==> src/rtl/cpu_pkg.sv <==
// Shared definitions for the 18-bit CPU: widths, opcode field, fetch states.
package cpu_pkg;

   localparam int          CPU_ADDR_W      = 10;
   localparam int          CPU_INSTR_W     = 18;
   localparam int          CPU_OPC_HI      = 17;
   localparam int          CPU_OPC_LO      = 14;
   localparam logic [3:0]  CPU_HALT_OPCODE = 4'b1111;

   typedef enum logic [1:0] {
      ST_BOOT   = 2'd0,
      ST_RUN    = 2'd1,
      ST_HALTED = 2'd2
   } fetch_state_t;

endpackage

==> src/rtl/instruction_fetch.sv <==
// Fetch stage: PC register, imem addressing, single-entry valid/ready output
// slot, branch/jump redirect. HALT-opcode stopping is built only when the
// IFETCH_HALT_EN macro is defined; otherwise halted is 0 and resume is ignored.
module instruction_fetch
   import cpu_pkg::*;
#(
   parameter int                ADDR_W      = CPU_ADDR_W,
   parameter int                INSTR_W     = CPU_INSTR_W,
   parameter logic [ADDR_W-1:0] RESET_PC    = '0,
   parameter logic [3:0]        HALT_OPCODE = CPU_HALT_OPCODE
) (
   input  logic               clk,
   input  logic               reset,
   output logic [ADDR_W-1:0]  imem_addr,
   input  logic [INSTR_W-1:0] imem_data,
   input  logic               redirect_valid,
   input  logic [ADDR_W-1:0]  redirect_pc,
   output logic               out_valid,
   input  logic               out_ready,
   output logic [INSTR_W-1:0] out_instr,
   output logic [ADDR_W-1:0]  out_pc,
   output logic               halted,
   input  logic               resume
);

   fetch_state_t        r_state;
   fetch_state_t        w_state_nxt;
   logic [ADDR_W-1:0]   r_pc;
   logic [ADDR_W-1:0]   w_pc_nxt;
   logic                r_out_valid;
   logic [INSTR_W-1:0]  r_out_instr;
   logic [ADDR_W-1:0]   r_out_pc;
   logic                w_load;
   logic                w_is_halt;
   logic                w_resume;

   // A redirect squashes any load in the same cycle; the slot must be free or draining.
   assign w_load = (r_state == ST_RUN) && (!r_out_valid || out_ready) && !redirect_valid;

`ifdef IFETCH_HALT_EN
   assign w_is_halt = w_load && (imem_data[CPU_OPC_HI:CPU_OPC_LO] == HALT_OPCODE);
   assign w_resume  = (r_state == ST_HALTED) && resume;
`else
   logic w_unused;
   assign w_is_halt = 1'b0;
   assign w_resume  = 1'b0;
   assign w_unused  = ^{resume, HALT_OPCODE};
`endif

   // State register
   always_ff @(posedge clk or negedge reset) begin
      if (!reset) r_state <= ST_BOOT;
      else        r_state <= w_state_nxt;
   end

   // Next-state: redirect always lands in RUN; BOOT lasts exactly one cycle
   always_comb begin
      w_state_nxt = r_state;
      if (redirect_valid) begin
         w_state_nxt = ST_RUN;
      end else begin
         case (r_state)
            ST_BOOT:   w_state_nxt = ST_RUN;
            ST_RUN:    if (w_is_halt) w_state_nxt = ST_HALTED;
            ST_HALTED: if (w_resume)  w_state_nxt = ST_RUN;
            default:   w_state_nxt = ST_BOOT;
         endcase
      end
   end

   // Outputs derived from state: halted is a function of the state register only
   always_comb begin
      halted = 1'b0;
`ifdef IFETCH_HALT_EN
      halted = (r_state == ST_HALTED);
`endif
   end

   // Next-PC mux: redirect > sequential load (held on HALT) > resume step
   always_comb begin
      w_pc_nxt = r_pc;
      if (redirect_valid)                w_pc_nxt = redirect_pc;
      else if (w_load && !w_is_halt)     w_pc_nxt = r_pc + 1'b1;
      else if (w_resume)                 w_pc_nxt = r_pc + 1'b1;
   end

   // PC register
   always_ff @(posedge clk or negedge reset) begin
      if (!reset) r_pc <= RESET_PC;
      else        r_pc <= w_pc_nxt;
   end

   // Output slot: redirect empties it, load refills it, transfer drains it
   always_ff @(posedge clk or negedge reset) begin
      if (!reset) begin
         r_out_valid <= 1'b0;
         r_out_instr <= '0;
         r_out_pc    <= '0;
      end else if (redirect_valid) begin
         r_out_valid <= 1'b0;
      end else if (w_load) begin
         r_out_valid <= 1'b1;
         r_out_instr <= imem_data;
         r_out_pc    <= r_pc;
      end else if (r_out_valid && out_ready) begin
         r_out_valid <= 1'b0;
      end
   end

   assign imem_addr = r_pc;
   assign out_valid = r_out_valid;
   assign out_instr = r_out_instr;
   assign out_pc    = r_out_pc;

endmodule

==> config.mk <==
export PLATFORM = sky130hd
export DESIGN_NAME = instruction_fetch
export DESIGN_NICKNAME = d
export VERILOG_FILES = /design/src/rtl/cpu_pkg.sv /design/src/rtl/instruction_fetch.sv
export SDC_FILE = /design/constraint.sdc
export NUM_CORES = 1
export LEC_CHECK = 0
export ABC_AREA = 1
export BUFFER_PORTS_ARGS = -buffer_cell sky130_fd_sc_hd__buf_4
export CORE_UTILIZATION = 30
export DETAILED_ROUTE_END_ITERATION = 10
export PLACE_DENSITY = 0.66
export SLEW_MARGIN = 10
export SYNTH_ARGS = -nofsm -noshare
export SYNTH_HDL_FRONTEND = slang
export SYNTH_SLANG_ARGS = --single-unit
==> constraint.sdc <==
create_clock -name clk -period 1.65 [get_ports clk]
set_input_delay 0.0825 -clock clk [delete_from_list [all_inputs] [get_ports clk]]
set_output_delay 0.0825 -clock clk [all_outputs]
set_load 0.02 [all_outputs]
# Word-level counts from Yosys, hierarchy flattened
# Cells that the tools add are included.
# word_totals
ff_bits,41
output_inout_bits,40
# op_classes
bitwise,1
n_eq_ne,3
n_addsub,1
n_mux,7
n_reduce_logical,11
# ops
cell,count
$mux 10,2
$add 10x1->10 const B,1
$pmux 2 s2,1
$logic_and 1x1->1,3
$mux 1,3
$reduce_bool 3->1,1
$eq 2x1->1 const B,1
$eq 2x2->1 const B,1
$logic_not 1->1,2
$logic_not 2->1,1
$mux 2,1
$ne 2x1->1 const B,1
$reduce_and 2->1,1
$reduce_bool 2->1,1
$reduce_or 2->1,1
$logic_or 1x1->1,1
$not 1->1,1

# Longest topological paths before layout
# Gate-level depths: netlist (run 1).
# depth
ltp_word,6
mapped_depth,7
depth_no_buf,7

# Worst setup path after synthesis (run 1)
# Ideal clock, no wire load.
# synth_timing
path_type,register to register
from,"register r_pc[1], in the netlist imem_addr[1]"
to,"register r_pc[6], in the netlist imem_addr[6]"
arrival_ns,1.111
path_stages_with_launch,7
setup_slack_ns,0.414
synth_period_minus_slack_ns,1.236
n_path_buf,0
path_cell_list,dfrtp_1 -> ha_1 -> nand3_1 -> nor2_1 -> nand2_1 -> nand2_1 -> nand3_1
# synth_between
elab_chain_cells,3
# synth_lines
item,line,text
"start, declared",instruction_fetch.sv:28,logic [ADDR_W-1:0] r_pc;
"start signal, assigned",instruction_fetch.sv:90,else r_pc <= w_pc_nxt;
$add 10x1->10,-,
$mux 10,instruction_fetch.sv:83,else if (w_load && !w_is_halt) w_pc_nxt = r_pc + 1'b1;
$mux 10,instruction_fetch.sv:82,if (redirect_valid) w_pc_nxt = redirect_pc;
# No other way between the ends. The select of a mux whose other input is x is not followed.
# A chain may end at the register's enable or synchronous reset.

# Final worst setup path (run 1)
# layout_timing
from,"register r_out_valid, in the netlist out_valid"
to,"register r_pc[8], in the netlist imem_addr[8]"
# layout_between
elab_chain_cells,5
# layout_lines
item,line,text
"start, declared",instruction_fetch.sv:30,logic r_out_valid;
"start signal, assigned",instruction_fetch.sv:96,r_out_valid <= 1'b0;
"start signal, assigned",instruction_fetch.sv:100,r_out_valid <= 1'b0;
"start signal, assigned",instruction_fetch.sv:102,r_out_valid <= 1'b1;
$logic_not 1->1,instruction_fetch.sv:38,assign w_load = (r_state == ST_RUN) && (!r_out_valid || out_ready) && !redirect_valid;
$logic_or 1x1->1,instruction_fetch.sv:38,
$logic_and 1x1->1 (2 in series),instruction_fetch.sv:38,
$reduce_bool 2->1 (no source line),-,
# No other way between the ends.

==> run metrics, run 1 <==
syn avg cell area 7.941 um^2; DIE AREA 0.006431 mm^2; post-synth top area share 54.57%; Crit Path Class reg2reg; Cell Rows 28; Worst EP arrival 1.48 ns; Post-synth EDFFs 0; initial antenna violation count 0; Final Instance Area 0.002666 mm^2; # IOs 73; fraction of layout cells with a size suffix above 1 25.86%; starting DRC count in detailed routing 54; via total after detailed routing 1666; PwrDens 992.0 mW/mm^2; Top FF cell, synth dfrtp_1; top cells by count, synth nand2_1, dfrtp_1, inv_1; # setup viols final 0; cell taking the most area after synthesis dfrtp_1; DP Area 0.002396 mm^2; Skew-Pair Late Insertion Delay 0.28 ns; CP max FO 37; CTS Buffer Depth 2; RSZ-0062 raised after global routing no; Fmax 764.0 MHz; Root Driver clkbuf_8; Global Route Usage Sum 14.71%; sequential area share after synthesis 54.57%; core region area 0.005921 mm^2; CP startpoint kind flip-flop; net count after synthesis 265; # nets final 354; number of global-route vias before repair 1594; input/output buffers 70; max_slew headroom 66.32%; RD Place Congestion 0.8339; Initial Util 30.98%; HPWL after DPL 2973 um; H-Tree Depth 2; Worst Setup End Kind flip-flop; synthesized instance count 231; CTS Buf Count 5; Async S/R FF share, synth 100.0%; Antenna Nets Post-Route 0; Slew Limit Fails 0; Resize count post-CTS 0; Synth cell types 20; FF+latch count, synth 40; die width 80.20 um; Reg clk slew, reported paths 0.07 ns; FILL cells 612; maximum VDD drop 0.4562 mV; antenna cells 0; DR pass1 iterations 4; Syn. warnings 0; Tmin final 1.309 ns; Pwr Total 2645 uW; Leak Pwr 0.001469 uW; chip height 80.20 um; largest net degree at the start of global routing 41; CTS tree done; final wirelength 4364 um; # clock sinks 40; Mapped Area 0.001834 mm^2; Crit path required time 1.82 ns; number of max-cap violations 0; register area 0.001001 mm^2; Area Growth Syn to Fin 45.36%; top-count cell post-synth nand2_1; Avg WL per Cell 11.02 um; status completed; setup_tns 0 ns; final period utilization 79.33%; ranking of synthesized cells by area dfrtp_1, nand2_1, nand3_1, inv_1, buf_6; footprint of the multi-input gates 674.4 um^2; worst-margin pin slew 0.5052 ns; worst hold path class in2reg; total gr overflow 0; Final Hold Fails 0; first-pass GRT wire length 7148 um; remaining routing DRC violations 0; Setup Skew 0.005848 ns; vias per cell 4.207
timing repair:
action	in CTS	in global routing
buffers inserted	0	0
endpoints found under the hold margin	57	0
hold buffers	18	0
layer usage:
metal	up-vias	wire, um	track usage (%)
met5	-	0	0
met4	0	55	5.179
met3	6	270	4.432
met2	44	2016	24.53
met1	740	2021	17.93
li1	876	-	-
metrics by stage:
step	hold slack (ns)	setup slack [ns]	std cells	utilization, %
2_1_floorplan	-0.2131	0.4145	231	-
3_3_place_gp	0.09389	0.3843	370	40.47
3_5_place_dp	0.09338	0.3578	370	40.47
4_1_cts	0.001684	0.3345	396	45.03
5_1_grt	0.002975	0.1969	396	45.03
6_report	0.0007321	0.3411	396	45.03
state kept, by name (all words and copies together) (netlist names):
signal,cells
out_valid,1
out_instr,18
out_pc,10
r_state,1
imem_addr,10
cell families (layout without fill, tap and decap cells):
group,after synthesis,in the layout,share of synthesized area [%]
DFF,40,40,54.57
AOI/OAI and AO/OA,12,12,3.956
other,2,2,0.4094
xor gates and xnor gates,1,1,0.4776
adders and majority gates,1,1,0.6820
buffers and inverters,31,121,8.663
and+or+nand+nor,144,144,31.24
worst max-delay path: stages (launching register included):
cell	delay [ns]
dfrtp_1	0.35
nand2_1	0.10
nand3_2	0.08
buf_4	0.37
nor2_1	0.12
nand2_1	0.09
nand3_1	0.07
worst paths after layout:
path / depth (start not counted) / to / start / slack, ns
worst max-delay path: 6 / imem_addr[8] / out_valid / 0.34
worst min-delay path: 3 / out_instr[17] / imem_data[17] / 0.0007
worst max register to register: 6 / imem_addr[8] / out_valid / 0.34
worst min register to register: 2 / out_instr[3] / out_instr[3] / 0.48
max in group asynchronous: 2 / imem_addr[6] / reset / 0.97
min in group asynchronous: 2 / out_pc[2] / reset / 0.32
report_power, final:
group	leakage (uW)	switching (uW)	internal, uW
Clock	0.0000455	305	341
Sequential	0.000492	106	1120
Combinational	0.000931	426	344
layout make-up:
| class | instances | area share, % |
|---|---|---|
| multi-input combinational | 160 | 25.29 |
| sequential | 40 | 37.54 |
| timing repair buffer | 90 | 27.03 |
| inverter | 23 | 3.238 |
| clock buffer | 8 | 3.379 |
| tap | 75 | 3.519 |
cells in the final DEF, fill, tap and decap left out:
| master | n |
|---|---|
| nor2_1 | 12 |
| dfrtp_1 | 40 |
| ha_1 | 1 |
| inv_2 | 2 |
| a21oi_2 | 2 |
| xor2_1 | 1 |
| nand3_1 | 19 |
| nand2_1 | 111 |
| clkbuf_8 | 6 |
| a21oi_1 | 1 |
| o21a_1 | 1 |
| conb_1 | 2 |
| nand4_1 | 1 |
| inv_1 | 21 |
| nand3_2 | 1 |
| dlygate4sd3_1 | 18 |
| o211ai_1 | 1 |
| clkbuf_1 | 2 |
| o21ai_0 | 1 |
| o21ai_1 | 6 |
| buf_4 | 72 |
(Power assumes the default switching activity.)
==> inputs of run 2 (changes only) <==
Clock period 1.65 ns to 1.3 ns, I/O delays scaled along.
==> run 2 against run 1 <==
Combinational power rose by 31%. Critical path depth unchanged. Flip-flop and latch count is the same. Clock skew is 0.0031 ns higher. First-iteration DRC count rose by 50%. Clock power grew 20%. Non-clock buffer count grew 8. Via count up 6.3%. Wire length increased by 6.7%. Power is 27% higher. Critical path type unchanged. Maximum frequency grew 8.0%. Global-route usage is 0.94 points higher.
==> run metrics, run 2 (same netlist as run 1, synthesis figures left out) <==
Crit path required time 1.53 ns (-0.29 ns); Global Route Usage Sum 15.64% (+0.94 points); CP max FO 11 (-70%); FILL cells 607 (-0.82%); core region area 0.005921 mm^2 (unchanged); die width 80.20 um (unchanged); antenna cells 0 (unchanged); Crit. Startpoint out_valid; HP Start redirect_pc[0]; number of global-route vias before repair 1683 (+5.6%); CTS Buf Count 5 (unchanged); CTS Buffer Depth 2 (unchanged); vias per cell 4.395 (+4.5%); maximum VDD drop 0.4615 mV (+1.2%); Worst Setup End Kind flip-flop; total gr overflow 0 (unchanged); Reg clk slew, reported paths 0.08 ns (about the same); RD Place Congestion 0.8189 (-1.8%); remaining routing DRC violations 0 (unchanged); Crit Path Class reg2reg; input/output buffers 70 (unchanged); Cell Rows 28 (unchanged); Avg WL per Cell 11.56 um (+4.9%); Final Hold Fails 0 (unchanged); Worst EP arrival 1.45 ns (-0.03 ns); max reg flops 18 (unchanged); Pwr Total 3355 uW (+27%); worst-margin pin slew 0.5125 ns (+0.007261 ns); final wirelength 4658 um (+6.7%); DP Area 0.002444 mm^2 (+2.0%); fraction of layout cells with a size suffix above 1 27.13% (+1.3 points); Antenna Nets Post-Route 0 (unchanged); worst hold path class in2reg; Core Util, Final 46.62% (+1.6 points); Skew-Pair Late Insertion Delay 0.29 ns (about the same); CTS tree done; chip height 80.20 um (unchanged); setup bufs post-CTS 0 (unchanged); Leak Pwr 0.001508 uW (+2.7%); DIE AREA 0.006431 mm^2 (unchanged); # IOs 73 (unchanged); RSZ-0062 raised after global routing yes; via total after detailed routing 1771 (+6.3%); final period utilization 93.24% (+14 points); number of max-cap violations 0 (unchanged); Area Growth Syn to Fin 50.48%; WHS 0.01022 ns (+0.009485 ns); starting DRC count in detailed routing 81 (+50%); max_slew headroom 65.83% (-0.48 points); met1 Use GR 19.10% (+1.2 points); placed insts 373 (+0.81%); Fmax 825.0 MHz (+8.0%); CP startpoint kind flip-flop; HPWL after DPL 3188 um (+7.2%); # nets final 362 (+2.3%); first-pass GRT wire length 7562 um (+5.8%); Setup Skew 0.008959 ns (+0.003111 ns); Final Instance Area 0.002760 mm^2 (+3.5%); commonest non-fill, non-tap cell in the layout nand2_1; H-Tree Depth 2 (unchanged); global route hottest layer met2; # clock sinks 40 (unchanged); non-filler cells in the finished layout 403 (+1.8%); # setup viols final 0 (unchanged); Reg-to-Reg Start out_valid; PwrDens 1215 mW/mm^2 (+23%); grt met2 use 26.15% (+1.6 points); Tmin final 1.212 ns (-0.09681 ns); largest net degree at the start of global routing 41 (unchanged); DR pass1 iterations 5 (+1); initial antenna violation count 0 (unchanged); status completed; Slew Limit Fails 0 (unchanged); commonest non-fill, non-tap cells in the layout nand2_1, buf_4, dfrtp_1, dlygate4sd3_1, inv_1; Initial Util 30.98% (unchanged); M3 GR Usage 4.091% (-0.34 points); Root Driver clkbuf_8
## run 2: where the power goes
group          switching (uW)  internal (uW)
Combinational             549            463
Sequential                141           1420
Clock                     412            365
Total                    1100           2250
## run 2: worst max-delay path: stages, from the launching register on
cell	delay, ns
dfrtp_1	0.38
nand2_1	0.12
nand3_2	0.13
buf_4	0.21
nor2_1	0.16
nand2_1	0.07
nand3_1	0.08
## run 2: final timing paths
kind	end	slack (ns)	depth (start not counted)
max	imem_addr[8]	0.09	6
min	imem_addr[0]	0.01	3
max reg2reg	imem_addr[8]	0.09	6
min reg2reg	out_instr[1]	0.49	2
max in group asynchronous	imem_addr[2]	0.63	2
min in group asynchronous	imem_addr[3]	0.30	2
## run 2: through the flow
stage	TNS [ns]	setup slack, ns
after floorplan	0	0.06447
after global placement	0	0.1258
after detailed placement	0	0.08543
after CTS	0	0.07217
after global routing	-0.08860	-0.02080
final	0	0.08789
## run 2: what timing repair did
action,CTS,global route
endpoints found under the hold margin,62,0
hold buffers,23,0
resized for setup,0,3
endpoints found under the setup margin,0,8
## run 2: final cells by class
| type | count | area [um^2] | area share, % |
|---|---|---|---|
| Sequential cell | 40 | 1002 | 36.31 |
| Timing Repair Buffer | 98 | 818.3 | 29.65 |
| Multi-Input combinational cell | 160 | 681.9 | 24.71 |
| Tap cell | 75 | 93.84 | 3.400 |
| Inverter | 23 | 86.33 | 3.128 |
| Clock buffer | 6 | 72.57 | 2.629 |
| Clock inverter | 1 | 5.005 | 0.1813 |
## run 2: layer usage
layer / up-vias / routed length, um
li1: 894 / -
met1: 823 / 2107
met2: 48 / 2271
met3: 6 / 212
met4: 0 / 66
met5: - / 0
==> inputs of run 3 (changes only) <==
Settings changed: CAP_MARGIN set to 5, GPL_TIMING_DRIVEN set to 0.
==> run 3 against run 2 <==
Cell area increased by 2.4%. Via count shrank 1.6%. Count of clock-buffer cells in the layout increased by 1. Core utilization is 1.1 points higher. Largest power group unchanged. Highest routed layer unchanged.
==> run metrics, run 3 (same netlist as run 1, synthesis figures left out) <==
status completed; PwrDens 1298 mW/mm^2 (+6.8%); Crit path required time 1.47 ns (-0.06 ns); WHS Path Cells 3 (unchanged); # IOs 73 (unchanged); core region area 0.005921 mm^2 (unchanged); initial antenna violation count 0 (unchanged); die width 80.20 um (unchanged); CP Cell Sequence ha_1 -> nand3_2 -> inv_1 -> nand2_1 -> inv_1 -> nand2_1 -> nand3_1; DP Area 0.002454 mm^2 (+0.41%); CTS tree done; maximum VDD drop 0.5738 mV (+24%); Area Growth Syn to Fin 54.09%; max reg flops 18 (unchanged); met3 wire len 236 um (+11%); longest individual stage delay on the worst path 0.42 ns (+0.04 ns); Initial Util 30.98% (unchanged); Leak Pwr 0.001540 uW (+2.2%); fraction of layout cells with a size suffix above 1 28.92% (+1.8 points); max_slew headroom 66.18% (+0.35 points); reg2reg path depth 7 (+1); final wirelength 4599 um (-1.3%); Avg WL per Cell 11.30 um (-2.2%); Reg clk slew, reported paths 0.07 ns (about the same); remaining routing DRC violations 0 (unchanged); starting DRC count in detailed routing 67 (-17%); RD Place Congestion 0.8221 (+0.39%); # nets final 365 (+0.83%); final period utilization 93.77% (+0.53 points); Cell Rows 28 (unchanged); CTS Buf Count 5 (unchanged); Worst EP arrival 1.39 ns (-0.06 ns); footprint of the multi-input gates 686.9 um^2 (+0.73%); slowest cell on the critical path dfrtp_1; Skew-Pair Late Insertion Delay 0.28 ns (about the same); met2 wire length 2261 um (-0.44%); input/output buffers 70 (unchanged); Slew Limit Fails 0 (unchanged); # clock sinks 40 (unchanged); CP startpoint kind flip-flop; largest net degree at the start of global routing 41 (unchanged); total gr overflow 0 (unchanged); Fmax 820.3 MHz (-0.57%); commonest non-fill, non-tap cell in the layout nand2_1; register area 0.001002 mm^2 (unchanged); Crit. path cell count 7 (+1); Worst Setup End Kind flip-flop; Setup Skew 0.003147 ns (-0.005812 ns); CP max FO 5 (-6); setup_tns 0 ns (unchanged); Pwr Total 3669 uW (+9.4%); worst hold path class in2reg; WP buf/inv 2 (+1); HPWL after DPL 3162 um (-0.81%); DIE AREA 0.006431 mm^2 (unchanged); H-Tree Depth 2 (unchanged); # setup viols final 0 (unchanged); Top delay family on crit path flip-flops; Global Route Usage Sum 15.20% (-0.44 points); worst-margin pin slew 0.5072 ns (-0.005245 ns); chip height 80.20 um (unchanged); Crit Path Class reg2reg; DR pass1 iterations 4 (-1); Final Hold Fails 0 (unchanged); RSZ-0062 raised after global routing yes; FILL cells 601 (-0.99%); Tmin final 1.219 ns (+0.006946 ns); Final Instance Area 0.002826 mm^2 (+2.4%); number of global-route vias before repair 1673 (-0.59%); vias per cell 4.280 (-2.6%); Root Driver clkbuf_8; Antenna Nets Post-Route 0 (unchanged); antenna cells 0 (unchanged); uppermost layer routed met4; CTS Buffer Depth 2 (unchanged); first-pass GRT wire length 7383 um (-2.4%); commonest non-fill, non-tap cells in the layout nand2_1, buf_4, dfrtp_1, dlygate4sd3_1, inv_1; number of max-cap violations 0 (unchanged); Metal-1 WL 2053 um (-2.6%); setup bufs post-CTS 0 (unchanged); via total after detailed routing 1742 (-1.6%)
==> run 3: area by class of cell <==
cell class / instances / share of cell area [%]
sequential: 40 / 35.46
multi-input combinational: 160 / 24.30
tap: 75 / 3.320
clock buffer: 7 / 3.409
buffer: 8 / 2.568
clock inverter: 1 / 1.062
inverter: 23 / 3.143
timing repair buffer: 93 / 26.74
==> run 3: stage by stage <==
stage	hold WS (ns)	std cells	util [%]	setup WS, ns
floorplan	-0.2306	231	-	0.06447
global placement	0.07469	376	41.44	0.1102
detailed placement	0.07572	376	41.44	0.07696
CTS	0.002215	406	47.30	0.06247
global route	0.008572	407	47.74	-0.006059
finish	0.006254	407	47.74	0.08094
==> run 3: worst paths after layout <==
kind	startpoint	end	slack (ns)
max	imem_addr[1]	imem_addr[8]	0.08
min reg2reg	out_pc[2]	out_pc[2]	0.49
min in group asynchronous	reset	out_instr[1]	0.30
min	redirect_pc[4]	imem_addr[4]	0.006
max in group asynchronous	reset	imem_addr[2]	0.63
max reg2reg	imem_addr[1]	imem_addr[8]	0.08
==> run 3: worst min-delay path, cell delays in order <==
cell and delay [ns]:
buf_4 0.07, nand2_1 0.05, nand3_1 0.07
==> run 3: what timing repair did <==
action	in CTS	in global routing
endpoints found under the hold margin	61	1
endpoints found under the setup margin	0	5
hold buffers	22	1
gates resized for setup	0	6
==> run 3: layer usage <==
metal / up-vias / GRT usage, %
met5: - / 0
met4: 0 / 5.714
met3: 4 / 4.091
met2: 46 / 26.07
met1: 794 / 18.09
li1: 898 / -
==> run 3: report_power, final <==
part	switching, uW	internal, uW
clock	411	677
combinational	554	465
sequential	136	1420
total	1100	2570
